$ cat config.mk
export PLATFORM = sky130hd
export DESIGN_NAME = adder_result_buffer
export DESIGN_NICKNAME = d
export VERILOG_FILES = /design/src/rtl/adder_pkg.sv /design/src/rtl/sat_counter.sv /design/src/rtl/adder_result_buffer.sv
export SDC_FILE = /design/constraint.sdc
export NUM_CORES = 1
export LEC_CHECK = 0
export CAP_MARGIN = 20
export CORE_UTILIZATION = 62
export DETAILED_ROUTE_END_ITERATION = 10
export DONT_BUFFER_PORTS = 1
export GPL_TIMING_DRIVEN = 1
export HOLD_SLACK_MARGIN = 0.1
export PLACE_DENSITY = 0.87
export SLEW_MARGIN = 20
export SYNTH_ARGS = -nofsm -noshare
export SYNTH_HDL_FRONTEND = slang
export SYNTH_SLANG_ARGS = --single-unit
$ cat constraint.sdc
create_clock -name clk -period 2.5 [get_ports clk]
set_input_delay 0 -clock clk [delete_from_list [all_inputs] [get_ports clk]]
set_output_delay 0 -clock clk [all_outputs]
set_load 0.02 [all_outputs]
$ cat src/rtl/adder_pkg.sv
// rtl/adder_pkg.sv - adder result word type and flag consistency helper
package adder_pkg;

  localparam int NBITS = 8;

  typedef struct packed {
    logic signed [NBITS-1:0] s;
    logic                    n;
    logic                    z;
    logic                    p;
  } result_t;

  // True when any flag disagrees with the sum it travels with.
  function automatic logic flags_bad(result_t r);
    return (r.n != r.s[NBITS-1]) || (r.z != (r.s == '0)) || (r.p != ~r.s[0]);
  endfunction

endpackage

$ cat src/rtl/sat_counter.sv
// rtl/sat_counter.sv - saturating up-counter with synchronous clear
module sat_counter #(
  parameter int CNTW = 8
) (
  input  logic            clk,
  input  logic            reset,
  input  logic            clr,
  input  logic            inc,
  output logic [CNTW-1:0] q
);

  always_ff @(posedge clk) begin
    if (reset || clr) begin
      q <= '0;
    end else if (inc && (q != '1)) begin
      q <= q + 1'b1;
    end
  end

endmodule

$ cat src/rtl/adder_result_buffer.sv
// rtl/adder_result_buffer.sv - result FIFO with flag statistics and sticky consistency error
module adder_result_buffer
  import adder_pkg::*;
#(
  parameter int DEPTH = 4,
  parameter int CNTW  = 8
) (
  input  logic             clk,
  input  logic             reset,
  input  logic             in_valid,
  input  logic [NBITS-1:0] in_s,
  input  logic             in_n,
  input  logic             in_z,
  input  logic             in_p,
  output logic             in_ready,
  output logic             out_valid,
  output logic [NBITS-1:0] out_s,
  output logic             out_n,
  output logic             out_z,
  output logic             out_p,
  input  logic             out_ready,
  input  logic             clr_stats,
  output logic [CNTW-1:0]  cnt_neg,
  output logic [CNTW-1:0]  cnt_zero,
  output logic [CNTW-1:0]  cnt_even,
  output logic             err
);

  localparam int AW = $clog2(DEPTH);
  localparam logic [AW:0] FULL_CNT = (AW + 1)'(DEPTH);

  result_t       mem [DEPTH];
  result_t       in_word;
  result_t       head;
  logic [AW-1:0] wr_ptr;
  logic [AW-1:0] rd_ptr;
  logic [AW:0]   count;
  logic          push;
  logic          pop;
  logic          stat_en;

  assign in_word   = '{s: in_s, n: in_n, z: in_z, p: in_p};
  // Readiness comes from registered count only, so a same-cycle pop never frees a slot.
  assign in_ready  = !reset && (count != FULL_CNT);
  assign out_valid = (count != '0);
  assign push      = in_valid && in_ready;
  assign pop       = out_valid && out_ready;

  assign head  = mem[rd_ptr];
  assign out_s = head.s;
  assign out_n = head.n;
  assign out_z = head.z;
  assign out_p = head.p;

  always_ff @(posedge clk) begin
    if (push) begin
      mem[wr_ptr] <= in_word;
    end
  end

  always_ff @(posedge clk) begin
    if (reset) begin
      wr_ptr <= '0;
      rd_ptr <= '0;
      count  <= '0;
    end else begin
      if (push) wr_ptr <= wr_ptr + 1'b1;
      if (pop)  rd_ptr <= rd_ptr + 1'b1;
      if (push && !pop)      count <= count + 1'b1;
      else if (pop && !push) count <= count - 1'b1;
    end
  end

  // A word accepted during clr_stats is stored but neither counted nor checked.
  assign stat_en = push && !clr_stats;

  always_ff @(posedge clk) begin
    if (reset || clr_stats) begin
      err <= 1'b0;
    end else if (stat_en && flags_bad(in_word)) begin
      err <= 1'b1;
    end
  end

  sat_counter #(.CNTW(CNTW)) u_cnt_neg (
    .clk(clk), .reset(reset), .clr(clr_stats), .inc(stat_en && in_n), .q(cnt_neg)
  );

  sat_counter #(.CNTW(CNTW)) u_cnt_zero (
    .clk(clk), .reset(reset), .clr(clr_stats), .inc(stat_en && in_z), .q(cnt_zero)
  );

  sat_counter #(.CNTW(CNTW)) u_cnt_even (
    .clk(clk), .reset(reset), .clr(clr_stats), .inc(stat_en && in_p), .q(cnt_even)
  );

endmodule

# After elaboration in Yosys (flattened, before gate mapping)
# Memories as Yosys holds them, arrays and structs flattened. A register that Yosys moved wholly into a read port is not among the register bits.
# Index checks and enable logic that the tools add are counted.
[op_classes]
addsub = 7
n_eq_ne = 7
muxes = 6
bitwise_logic = 1
reduce_logical = 23
[op_table]
columns = ["op", "n"]
rows = [
  ["$add A8 B1 Y8 const B", 3],
  ["$ne A8 B8 Y1 const B", 3],
  ["$logic_and A1 B1 Y1", 13],
  ["$logic_not A8 Y1", 1],
  ["$mux W3", 2],
  ["$add A2 B1 Y2 const B", 2],
  ["$logic_not A1 Y1", 4],
  ["$mux W2", 2],
  ["$add A3 B1 Y3 const B", 1],
  ["$logic_or A1 B1 Y1", 3],
  ["$ne A1 B1 Y1", 3],
  ["$ne A3 B3 Y1 const B", 1],
  ["$reduce_bool A3 Y1", 1],
  ["$sub A3 B1 Y3 const B", 1],
  ["$mux W1", 2],
  ["$reduce_bool A2 Y1", 1],
  ["$not A1 Y1", 1],
]
[word_totals]
ff_bits = 32
mem_bits_rw = 44
input_bits = 16
elab_cells = 52
mem_count = 1
[memory_table]
columns = ["memory", "depth", "word_bits", "read_ports", "rd_clocked_by_memory_dff", "wr", "line", "source"]
rows = [
  ["mem", 4, 11, 1, 1, 1, "adder_result_buffer.sv:32", "result_t mem [DEPTH];"],
]

# Longest topological paths before layout
# Gate-level depths: netlist of the first run.
[depth]
ltp_word = 7
ltp_mapped = 8

# Modules after synthesis
# From an unflattened synthesis of the first run, not the netlist that was laid out.
[hier_totals]
cells_unflattened = 261
area_unflattened_um2 = 3400.8
[by_module_without_submodules]
columns = ["module", "n_inst", "cells_per_inst", "area_per_inst_um2"]
rows = [
  ["adder_result_buffer", 1, 117, 2135.8],
  ["sat_counter", 3, 48, 421.7],
]

# Worst setup path before layout of the first run
# No wires, ideal clock.
[synth_timing]
path_type = "flip-flop to flip-flop"
from = "register count[0]"
to = "register count[2]"
arrival_time_ps = 2124
required_time_ps = 2429
slack_ps = 306
stages_incl_launch_ff = 9
n_path_buf = 0
cell_sequence = "dfxtp_1 -> or3_1 -> nand2_1 -> ha_1 -> inv_1 -> fa_1 -> xor2_1 -> or3_1 -> a21oi_1"
[synth_via]
elab_cells_between_ends = 14
cone_classes = "add/sub (2); eq/ne (1); mux (2); reduce/logical (9)"
[synth_rtl]
columns = ["item", "line", "source"]
rows = [
  ["from (decl)", "adder_result_buffer.sv:37", "logic [AW:0] count;"],
  ["from (signal assigned)", "adder_result_buffer.sv:69", "if (push && !pop) count <= count + 1'b1;"],
  ["from (signal assigned)", "adder_result_buffer.sv:70", "else if (pop && !push) count <= count - 1'b1;"],
  ["$reduce_bool A3 Y1 (*)", "adder_result_buffer.sv:45", "assign out_valid = (count != '0);"],
  ["named net out_valid", "adder_result_buffer.sv:16", "output logic out_valid,"],
  ["$logic_and A1 B1 Y1 (*)", "adder_result_buffer.sv:47", "assign pop = out_valid && out_ready;"],
  ["$logic_not A1 Y1", "adder_result_buffer.sv:69", ""],
  ["$logic_and A1 B1 Y1", "adder_result_buffer.sv:69", ""],
  ["$mux W3 / $reduce_bool A2 Y1 (equally long branches)", "n/a", ""],
]
# Mark *: on every way through the listed nets, which the timed path passes. The rest lies on a longest branch. The select of a mux whose other input is x is not followed.
# A chain may end at the register's enable or synchronous reset.

# Worst setup path after layout of the first run
[layout_timing]
from = "register count[0]"
to = "register count[2]"
[layout_via]
elab_chain_len = 6
elab_cells_between_ends = 14
cone_classes = "add/sub (2); eq/ne (1); mux (2); reduce/logical (9)"
[layout_rtl]
columns = ["item"]
rows = [
  ["branches (longest 6 deep; another with $sub A3 B1 Y3)"],
]
# Several ways; the timed one is not identified. The select of a mux whose other input is x is not followed.

==> results.yml, run 1 <==
floorplanning:
  die_x_um: 75.3
  io_pins: 54
  die_y_um: 75.3
  initial_core_util_pct: 64.8
  core_mm2: 0.00514
  num_rows: 26
  die-area_mm2: 0.00566
setup_path:
  worstPathCellList: "or3_1 > nand2_1 > ha_1 > inv_1 > fa_1 > xor2_1 > or3_1 > a21oi_1"
  path_class: "flip-flop to flip-flop"
  required_ps: 2770
  worst_path_largest_cell_delay_ps: 380
  reg2reg_depth: 8
  critical_path.slowest_cell: "or3_1"
  cp_common_cell: "or3_1"
  cp-end-kind: "flip-flop"
  critPathMaxFanout: 5
  start_kind: "flip-flop"
  arrival_ps: 2440
finish:
  drive_gt1_share_pct: 13.6
  nets: 300
  utilization_pct: 73.5
  stdcell_area_mm2: 0.00378
  fillers: 375
  syn_to_final_growth_pct: 13.5
  final_common_cell: "edfxtp_1"
  diodes: 0
  layout_common_cells: "edfxtp_1, dfxtp_1, nand2_1, dlygate4sd3_1, nor2_1"
drt:
  drc: 0
  firstDrtPassIters: 4
  drt_iter0_markers: 96
  vias: 2102
  drt-total-wl_um: 6190
  ant_nets: 0
  wl_per_cell_um: 17.7
  vias_per_cell: 6.02
power_and_ir_drop:
  leakagePower_nw: 1.23
  p_per_area_mw_per_mm2: 828
  finalPower_w: 0.00313
  ir_worst_vdd_v: 0.000514
sta:
  setup_tns_ps: 0
  timing.final.crit_share_pct: 86.8
  final_hold_viol_count: 0
  relSlewSlack_pct: 48.1
  finalClockSkew_ps: 3.65
  slew_violations: 0
  clock.fmax_mhz: 461
  rsz0062_at_grt: "no"
  finalCriticalPeriod_ps: 2170
  tightest_slew_ps: 777
  finalSetupViolCount: 0
synth:
  synth-compound-area-share_pct: 9.10
  synth.avg_cell_area_um2: 13.1
  syn-cell-area_mm2: 0.00333
  yosys.area_share.simple_pct: 14.7
  synth_top_family_by_area: "simple AND/OR/NAND/NOR gates"
  yosys_warnings: 0
  synth_seq_cells: 78
  seq_area_frac_synth_pct: 60.2
  synth_mux_area_share_pct: 8.65
  synthXorXnorAreaFrac_pct: 2.11
  synth-main-ff-cell: "edfxtp_1"
  ys_types: 45
  syn_nets: 279
  syn_inst: 254
  synth_edf_count: 44
  synthAdderAreaFrac_pct: 3.61
  synthArstFlopShare_pct: 0
clock_network:
  clockRootBuffer: "clkbuf_8"
  ctsResizeCount: 0
  clockBufferDepth: 2
  clock_latency_ps: 340
  clkTransAtPathRegs_ps: 70
  cts_sinks: 78
  cts_buffers: 9
  h-tree-depth: 3
  cts_tree: "built"
worst_hold_path:
  hold_depth: 4
  min_path_type: "input pin to flip-flop"
grt:
  grt_start_max_net_pins: 17
  antenna_found_initial: 0
  grt_pass1_wl_um: 9990
  grt_pass1_vias: 2053
  gr-total-overflow: 0
  grtUsageTotal_pct: 24.7
placement:
  port_buffers: 0
  gp_congestion: 0.882
  placed_area_mm2: 0.00341
  hpwl_um: 4180
run:
  cap_violations: 0
outcome:
  outcome: "finished, final reports clean"
[registers in the layout, indices dropped and copies added (netlist names), named ones only]
register,flops
mem,44
u_cnt_even.q,8
rd_ptr,2
wr_ptr,2
u_cnt_zero.q,8
u_cnt_neg.q,8
count,3
err,1
[routing by layer]
| metal | GRT usage, % | share of wire (%) | vias to the layer above |
|---|---|---|---|
| met5 | 0 | 0 | - |
| met3 | 9.64 | 7.4 | 7 |
| met4 | 8.64 | 1.3 | 0 |
| li1 | - | - | 1026 |
| met2 | 39.9 | 49 | 58 |
| met1 | 30.4 | 42 | 1011 |
[final cells by class]
class	instances	area (µm²)	area share (%)
inverter	6	22.5	0.596
tap	70	87.6	2.32
clock inverter	5	83.8	2.22
multi-input combinational	162	1270	33.7
sequential	78	2000	53.0
timing repair buffer	18	173	4.57
clock buffer	10	138	3.64
[where the power goes]
| part | total [W] | internal, W | leakage [nW] | switching [W] |
|---|---|---|---|---|
| combinational | 0.000548 | 0.000250 | 0.446 | 0.000298 |
| sequential | 0.00155 | 0.00144 | 0.674 | 0.000111 |
| clock | 0.00103 | 0.000585 | 0.105 | 0.000446 |
[Yosys cell counts (all sizes together) (2+ instances only)]
library cell / count / area [µm²]
o211a: 2 / 20.0
o21ai: 8 / 40.0
a211oi: 2 / 15.0
o31ai: 5 / 37.5
inv: 6 / 22.5
or3b: 3 / 26.3
a31oi: 2 / 12.5
o41ai: 4 / 35.0
nor3: 6 / 30.0
edfxtp: 44 / 1320
buf: 3 / 13.8
nor3b: 3 / 32.5
o311ai: 4 / 35.0
nand4: 2 / 12.5
or4: 3 / 22.5
o21a: 2 / 15.0
clkbuf: 5 / 18.8
nor4: 5 / 37.5
dfxtp: 34 / 681
or3: 7 / 43.8
or2: 2 / 12.5
xnor2: 2 / 17.5
mux4: 11 / 248
nor2: 14 / 52.6
and4: 2 / 17.5
a21oi: 13 / 65.1
nand3: 10 / 50.1
mux2i: 4 / 40.0
ha: 8 / 100
xor2: 6 / 52.6
nand2b: 2 / 12.5
and2: 5 / 31.3
nand2: 16 / 60.1
[repair_timing]
action,in CTS,in global routing
buffers inserted,0,0
hold buffers,15,0
endpoints found under the hold margin,75,0
[critical path, delay by kind of cell, from the launching register on]
family	cells	cell delay, ps
simple gates	3	800
compound gates	1	150
buf+inv	1	60
flops	1	370
xor+xnor	1	160
fa+ha+maj	2	560
[final timing paths]
path	startpoint	end	slack, ps
hold / removal	clr_stats	u_cnt_neg.q[2]	130
hold reg to reg	count[2]	count[2]	540
setup reg to reg	count[0]	count[2]	330
setup / recovery	count[0]	count[2]	330
[kinds of logic (layout without fill, tap and decap cells)]
group,after synthesis,count (layout)
muxes,15,15
xor gates and xnor gates,8,8
AOI/OAI and AO/OA,45,45
buffers and inverters,14,39
and+or+nand+nor,85,85
DFF,78,78
adders and majority gates,9,9
[per-stage QoR]
stage          std cells  setup slack, ps  hold WS (ps)
3_5_place_dp         319              352          78.5
3_3_place_gp         319              420          73.8
2_1_floorplan        254              306          98.9
6_report             349              330           128
4_1_cts              349              337           105
5_1_grt              349              133           173
(Power assumes the default switching activity.)
==> run 2: changes to the inputs <==
Settings changed: CORE_ASPECT_RATIO from default to 1.25.
==> run 2 against run 1 <==
Critical path depth is the same; setup slack improved by 2.2 ps; final cell count decreased by 1.7%; utilization rose by 0.68 points; critical endpoint unchanged.
==> results.yml, run 2 (same netlist as run 1, synthesis figures left out) <==
clock_network:
  clockRootBuffer: "clkbuf_8"
  ctsResizeCount: 0
  clockBufferDepth: 2
  h-tree-depth: 3
  cts_tree: "built"
  cts_setup_buffers: 0
  cts_sinks: 78
  holdBufCountCts: 16
  clkTransAtPathRegs_ps: 70
  clock_latency_ps: 340
  cts_buffers: 9
setup_path:
  required_ps: 2770
  start_kind: "flip-flop"
  arrival_ps: 2430
  cp-end-kind: "flip-flop"
  path_class: "flip-flop to flip-flop"
  critPathMaxFanout: 5
drt:
  vias_per_cell: 6.34
  ant_nets: 0
  firstDrtPassIters: 4
  wl_per_cell_um: 18.5
  drc: 0
  drt_iter0_markers: 139
  vias: 2173
  drt-total-wl_um: 6350
worst_hold_path:
  min_path_type: "input pin to flip-flop"
floorplanning:
  initial_core_util_pct: 65.1
  core_mm2: 0.00512
  io_pins: 54
  num_rows: 29
  die_y_um: 83.9
  die_x_um: 67.5
  die-area_mm2: 0.00567
sta:
  rsz0062_at_grt: "no"
  clock.fmax_mhz: 461
  fin_hold_ws_ps: 127
  finalClockSkew_ps: 7.48
  tightest_slew_ps: 689
  relSlewSlack_pct: 54.0
  worst_slack_ps: 332
  setup_tns_ps: 0
  final_hold_viol_count: 0
  finalCriticalPeriod_ps: 2170
  timing.final.crit_share_pct: 86.7
  slew_violations: 0
  finalSetupViolCount: 0
finish:
  drive_gt1_share_pct: 13.5
  final_common_cell: "edfxtp_1"
  layout_common_cells: "edfxtp_1, dfxtp_1, nand2_1, dlygate4sd3_1, nor2_1"
  syn_to_final_growth_pct: 14.0
  diodes: 0
  nets: 301
  fillers: 328
  largest_register: "mem"
  largest_reg_flops: 44
power_and_ir_drop:
  p_per_area_mw_per_mm2: 841
  ir_worst_vdd_v: 0.000532
  leakagePower_nw: 1.24
placement:
  post-place-ws_ps: 335
  port_buffers: 0
  hpwl_um: 4220
  gp_congestion: 0.785
grt:
  grt_pass1_wl_um: 10300
  grt_start_max_net_pins: 17
  grtUsageTotal_pct: 25.2
  grt_pass1_vias: 2293
  gr-total-overflow: 0
  antenna_found_initial: 0
outcome:
  outcome: "finished, final reports clean"
run:
  cap_violations: 0
==> run 2: metal layers <==
metal	up-vias	GRT usage (%)	share of wire (%)
met5	-	0	0
met4	0	14.9	1.7
met3	11	9.43	7.2
met2	94	42.0	53
met1	1033	25.7	38
li1	1035	-	-
==> run 2: final timing paths <==
| check | start | to | slack [ps] | depth (start not counted) |
|---|---|---|---|---|
| min | clr_stats | u_cnt_zero.q[6] | 130 | 3 |
| max reg2reg | count[0] | count[2] | 330 | 8 |
| min reg2reg | count[2] | count[2] | 530 | 2 |
| max | count[0] | count[2] | 330 | 8 |
==> run 2: final cells by class <==
class / instances / area, µm² / share of cell area [%]
Sequential cell: 78 / 2000 / 52.8
Multi-Input combinational cell: 162 / 1270 / 33.5
Timing Repair Buffer: 19 / 183 / 4.81
Clock buffer: 10 / 128 / 3.36
Clock inverter: 6 / 111 / 2.93
Tap cell: 62 / 77.6 / 2.04
Inverter: 6 / 22.5 / 0.593
==> run 2: worst max-delay path, cell delays in order (launching register included) <==
cell	delay, ps
dfxtp_1	370
or3_1	380
nand2_1	120
ha_1	190
inv_1	60
fa_1	370
xor2_1	150
or3_1	310
a21oi_1	140
==> run 2: through the flow <==
stage / cell area [µm²] / util, % / instances / power [W]
floorplan: 3330 / - / 254 / 0.00200
global placement: 3400 / 66.4 / 311 / 0.00207
detailed placement: 3400 / 66.4 / 311 / 0.00209
CTS: 3790 / 74.2 / 343 / 0.00323
global route: 3790 / 74.2 / 343 / 0.00333
finish: 3790 / 74.2 / 343 / 0.00319
==> run 2: power by group <==
| group | internal, W | total (W) | leakage [nW] | switching [W] |
|---|---|---|---|---|
| clock network | 0.000663 | 0.00110 | 0.116 | 0.000432 |
| logic | 0.000257 | 0.000551 | 0.452 | 0.000294 |
| registers | 0.00144 | 0.00154 | 0.674 | 0.000105 |
| total | 0.00236 | 0.00319 | 1.24 | 0.000831 |
